===== src/rtl/ex_mem_pipe.sv =====
// EX/MEM interstage pipe: DEPTH elastic register stages with valid/ready
// flow control, flush, and a forwarding lookup over the in-flight stages.
// Stage 0 is the youngest; stage DEPTH-1 drives the MEM-side outputs.
module ex_mem_pipe #(
    parameter int DATA_W = 32,
    parameter int RD_W   = 5,
    parameter int DEPTH  = 1
) (
    input  logic              clock,
    input  logic              reset,
    input  logic              in_valid,
    output logic              in_ready,
    input  logic [3:0]        in_ctrl,
    input  logic [DATA_W-1:0] in_alu,
    input  logic [DATA_W-1:0] in_wdata,
    input  logic [RD_W-1:0]   in_rd,
    input  logic              flush,
    output logic              out_valid,
    input  logic              out_ready,
    output logic [3:0]        out_ctrl,
    output logic [DATA_W-1:0] out_alu,
    output logic [DATA_W-1:0] out_wdata,
    output logic [RD_W-1:0]   out_rd,
    input  logic [RD_W-1:0]   fwd_rs,
    output logic              fwd_hit,
    output logic [DATA_W-1:0] fwd_data,
    output logic              fwd_load_hazard
);

    // ctrl bit positions
    localparam int CTRL_REGWRITE = 0;
    localparam int CTRL_MEMTOREG = 1;

    // Per-stage state
    logic              v_reg     [DEPTH];
    logic [3:0]        ctrl_reg  [DEPTH];
    logic [DATA_W-1:0] alu_reg   [DEPTH];
    logic [DATA_W-1:0] wdata_reg [DEPTH];
    logic [RD_W-1:0]   rd_reg    [DEPTH];

    // What each stage would load on advance: the previous stage, or the EX inputs
    logic              src_v     [DEPTH];
    logic [3:0]        src_ctrl  [DEPTH];
    logic [DATA_W-1:0] src_alu   [DEPTH];
    logic [DATA_W-1:0] src_wdata [DEPTH];
    logic [RD_W-1:0]   src_rd    [DEPTH];

    logic [DEPTH-1:0]  adv;

    genvar gi;
    generate
        for (gi = 0; gi < DEPTH; gi++) begin : g_src
            if (gi == 0) begin : g_head
                assign src_v[gi]     = in_valid;
                assign src_ctrl[gi]  = in_ctrl;
                assign src_alu[gi]   = in_alu;
                assign src_wdata[gi] = in_wdata;
                assign src_rd[gi]    = in_rd;
            end else begin : g_body
                assign src_v[gi]     = v_reg[gi-1];
                assign src_ctrl[gi]  = ctrl_reg[gi-1];
                assign src_alu[gi]   = alu_reg[gi-1];
                assign src_wdata[gi] = wdata_reg[gi-1];
                assign src_rd[gi]    = rd_reg[gi-1];
            end
        end
    endgenerate

    // Advance chain: a stage may move when it is empty or the stage ahead moves,
    // which lets bubbles collapse under back-pressure.
    always_comb begin
        adv = '0;
        adv[DEPTH-1] = !v_reg[DEPTH-1] || out_ready;
        for (int i = DEPTH - 2; i >= 0; i--) begin
            adv[i] = !v_reg[i] || adv[i+1];
        end
    end

    assign in_ready = adv[0];

    // Stage registers: reset clears everything, flush kills valid/ctrl but keeps
    // data, otherwise an advancing stage takes the payload only if it is valid.
    always_ff @(posedge clock) begin
        for (int i = 0; i < DEPTH; i++) begin
            if (reset) begin
                v_reg[i]     <= 1'b0;
                ctrl_reg[i]  <= '0;
                alu_reg[i]   <= '0;
                wdata_reg[i] <= '0;
                rd_reg[i]    <= '0;
            end else if (flush) begin
                v_reg[i]    <= 1'b0;
                ctrl_reg[i] <= '0;
            end else if (adv[i]) begin
                v_reg[i] <= src_v[i];
                if (src_v[i]) begin
                    ctrl_reg[i]  <= src_ctrl[i];
                    alu_reg[i]   <= src_alu[i];
                    wdata_reg[i] <= src_wdata[i];
                    rd_reg[i]    <= src_rd[i];
                end else begin
                    ctrl_reg[i] <= '0;
                end
            end
        end
    end

    assign out_valid = v_reg[DEPTH-1];
    assign out_ctrl  = v_reg[DEPTH-1] ? ctrl_reg[DEPTH-1] : 4'b0000;
    assign out_alu   = alu_reg[DEPTH-1];
    assign out_wdata = wdata_reg[DEPTH-1];
    assign out_rd    = rd_reg[DEPTH-1];

    // Forwarding lookup: scan oldest to youngest so the youngest match wins;
    // a load winner cannot forward and raises the hazard instead.
    always_comb begin
        fwd_hit         = 1'b0;
        fwd_data        = '0;
        fwd_load_hazard = 1'b0;
        for (int i = DEPTH - 1; i >= 0; i--) begin
            if (v_reg[i] && ctrl_reg[i][CTRL_REGWRITE] &&
                (rd_reg[i] == fwd_rs) && (fwd_rs != '0)) begin
                if (ctrl_reg[i][CTRL_MEMTOREG]) begin
                    fwd_hit         = 1'b0;
                    fwd_data        = '0;
                    fwd_load_hazard = 1'b1;
                end else begin
                    fwd_hit         = 1'b1;
                    fwd_data        = alu_reg[i];
                    fwd_load_hazard = 1'b0;
                end
            end
        end
    end

endmodule


===== config.mk =====
export PLATFORM = sky130hd
export DESIGN_NAME = ex_mem_pipe
export DESIGN_NICKNAME = d
export VERILOG_FILES = /design/src/rtl/ex_mem_pipe.sv
export SDC_FILE = /design/constraint.sdc
export NUM_CORES = 1
export LEC_CHECK = 0
export BUFFER_PORTS_ARGS = -buffer_cell sky130_fd_sc_hd__buf_2
export CORE_MARGIN = 2
export CORE_UTILIZATION = 30
export DETAILED_ROUTE_END_ITERATION = 8
export MAX_ROUTING_LAYER = met4
export PLACE_DENSITY = 0.55
export SLEW_MARGIN = 20
export SYNTH_ARGS = -nofsm -noshare
export SYNTH_HDL_FRONTEND = slang
export SYNTH_SLANG_ARGS = --single-unit

===== constraint.sdc =====
create_clock -name clock -period 1.81 [get_ports clock]
set_input_delay 0 -clock clock [delete_from_list [all_inputs] [get_ports clock]]
set_output_delay 0 -clock clock [all_outputs]
set_load 0.005 [all_outputs]

==> results_dict.tcl <==
set metrics [dict create \
    status "complete, but fails checks" \
    violations "setup timing" \
    num_vias 2957 \
    slowest_stage "or4_4" \
    hold_viol_final 0 \
    clk_pin_slew_ns 0.06 \
    cts.sinks 74 \
    die_w_um 113.7 \
    clk-insertion-delay-late_ns 0.33 \
    antenna_found_initial 0 \
    routed_wl_um 9806 \
    fp.dieH_um 113.7 \
    avgSynthCellArea_um2 14.33 \
    ys_async_sr_fraction 0 \
    synth_edf_count 74 \
    hp-class "in -> reg" \
    wl_per_cell_um 14.53 \
    cts_root_buf "clkbuf_16" \
    drt_iter0_drc 116 \
    synth_seq_cells 74 \
    drt-pass1-iter-count 4 \
    synth-main-ff-cell "edfxtp_1" \
    final-max-slew-violation-count 0 \
    cts_tree "done" \
    overflow 0 \
    track_usage 0.1549 \
    port-buffer-count 191 \
    power.leakage_nw 2.599 \
    critPathKind "reg -> out" \
    grt_max_degree 45 \
    hpwl_um 6389 \
    numCtsBuffers 9 \
    final_nets 606 \
    via_per_inst 4.381 \
    synthDistinctLibCells 20 \
    min_period_over_period 1.067 \
    initial_core_util 0.3044 \
    fmax_mhz 517.6 \
    syn_nets 335 \
    final_cell_mix "buf_2 (191), and2_1 (77), edfxtp_1 (74), dlygate4sd3_1 (74), nand2b_1 (33)" \
    boundaryPins 192 \
    grt_pass1_vias 3061 \
    final_antenna_net_count 0 \
    crit_chain "or4_4 > nor2_8 > buf_12 > clkbuf_16 > nor4_2 > buf_2" \
    core-area_um2 11860 \
    cts_htree_levels 3 \
    crit_arrival_ns 1.93 \
    path_buf_inv 3 \
    setup_viol 34 \
    fill_cells 1059 \
    crit_path_end_kind "output pin" \
    tightestPinTransition_ns 0.5438 \
    final_util 0.4976 \
    required_ns 1.81 \
    syn_area_um2 3611 \
    drcViolationCount 0 \
    powerDensity_nw_per_um2 729.4 \
    synth_cells 252 \
    dieArea_um2 12930 \
    synth_warnings 0 \
    num_antenna_cells 0 \
    fin_crit_ns 1.932 \
    gp_congestion 0.7605 \
    crit_fanout 4 \
    drive_gt1_frac 0.5000 \
    finalClockSkew_ns 0.008243 \
    cap_viol_max_count 0 \
    critPathMaxStageDelay_ns 0.54 \
    grt_pass1_wl_um 14900 \
    rows 40 \
    layout_setup_ws_ns -0.1218 \
    clockBufferDepth 2 \
    layout_commonest_cell "buf_2" \
    slew_headroom 0.6375 \
    synth-seq-area-share 0.6154 \
    crit_family "simple AND/OR/NAND/NOR gates" \
    areaGrowthSynthToFinish_pct 63.44 \
    place_ws_ns 0.2164 \
    peakVddDrop_v 0.0003781 \
    start_kind "register" \
    rsz0062_at_grt "yes" \
]
## synth_stat cells, types with 2 or more instances
cell	count	area, um^2
buf_2	7	35.03
or3_1	2	12.51
buf_12	3	60.06
buf_6	3	33.78
nor4_2	30	375.4
clkbuf_1	7	26.28
edfxtp_1	74	2222
nor4_1	3	18.77
and2_1	77	481.7
nand2b_1	33	206.5
xnor2_1	4	35.03
## worst register-to-register path, stage by stage, from the launching register on
cell      delay (ns)
edfxtp_1        0.44
nand2b_1        0.15
and4b_2         0.27
buf_4           0.23
and2_1          0.21
## layout make-up
cell class                 count  area [um^2]  area share
sequential                    74         2222      0.3765
timing repair buffer         280         1918      0.3250
multi-input combinational    157         1296      0.2196
clock buffer                   9        225.2     0.03816
tap                          147        183.9     0.03116
clock inverter                 7        52.55    0.008904
inverter                       1        3.754   0.0006360
## power breakdown
group / internal, mW / total (mW) / switching (mW)
sequential: 1.99 / 2.04 / 0.0433
clock: 0.937 / 1.66 / 0.724
combinational: 0.337 / 0.609 / 0.272
total: 3.27 / 4.30 / 1.04
## final timing paths
path / end / cells past startpoint / from / slack, ns
setup / recovery: fwd_data[24] / 6 / rd_reg[0][3] / -0.12
hold / removal: v_reg[0] / 2 / reset / 0.03
setup reg to reg: alu_reg[0][17] / 4 / v_reg[0] / 0.27
hold reg to reg: v_reg[0] / 2 / v_reg[0] / 0.93
## through the flow
step / hold WS (ns) / cells / power [mW] / setup TNS (ns) / area, um^2
floorplan: 0.1594 / 252 / 2.283 / 0 / 3620
global placement: 0.2761 / 579 / 2.503 / 0 / 4726
detailed placement: 0.2800 / 579 / 2.510 / 0 / 4726
CTS: 0.02447 / 675 / 4.345 / -3.963 / 5869
global route: 0.03478 / 675 / 4.491 / -5.330 / 5902
finish: 0.03456 / 675 / 4.305 / -2.972 / 5902
## per-layer routing
| metal | GRT usage | wire length [um] |
|---|---|---|
| met1 | 0.1889 | 4202 |
| met5 | - | 0 |
| met3 | 0.03985 | 651 |
| met4 | 0.05447 | 102 |
| met2 | 0.2507 | 4850 |
## what timing repair did
action / in CTS / in global routing
cloned: 2 / 1
hold buffers: 74 / 0
setup endpoints to repair: 34 / 34
buffers inserted: 4 / 1
resized for setup: 4 / 6
pin swaps: 8 / 3
hold endpoints to repair: 74 / 0
## cells by family after synthesis
logic type | share of synthesized area
simple gates | 0.3240
flops | 0.6154
buf+inv | 0.04400
xor+xnor | 0.01421
compound gates | 0.002426
Power figures use the tool's default switching activity.
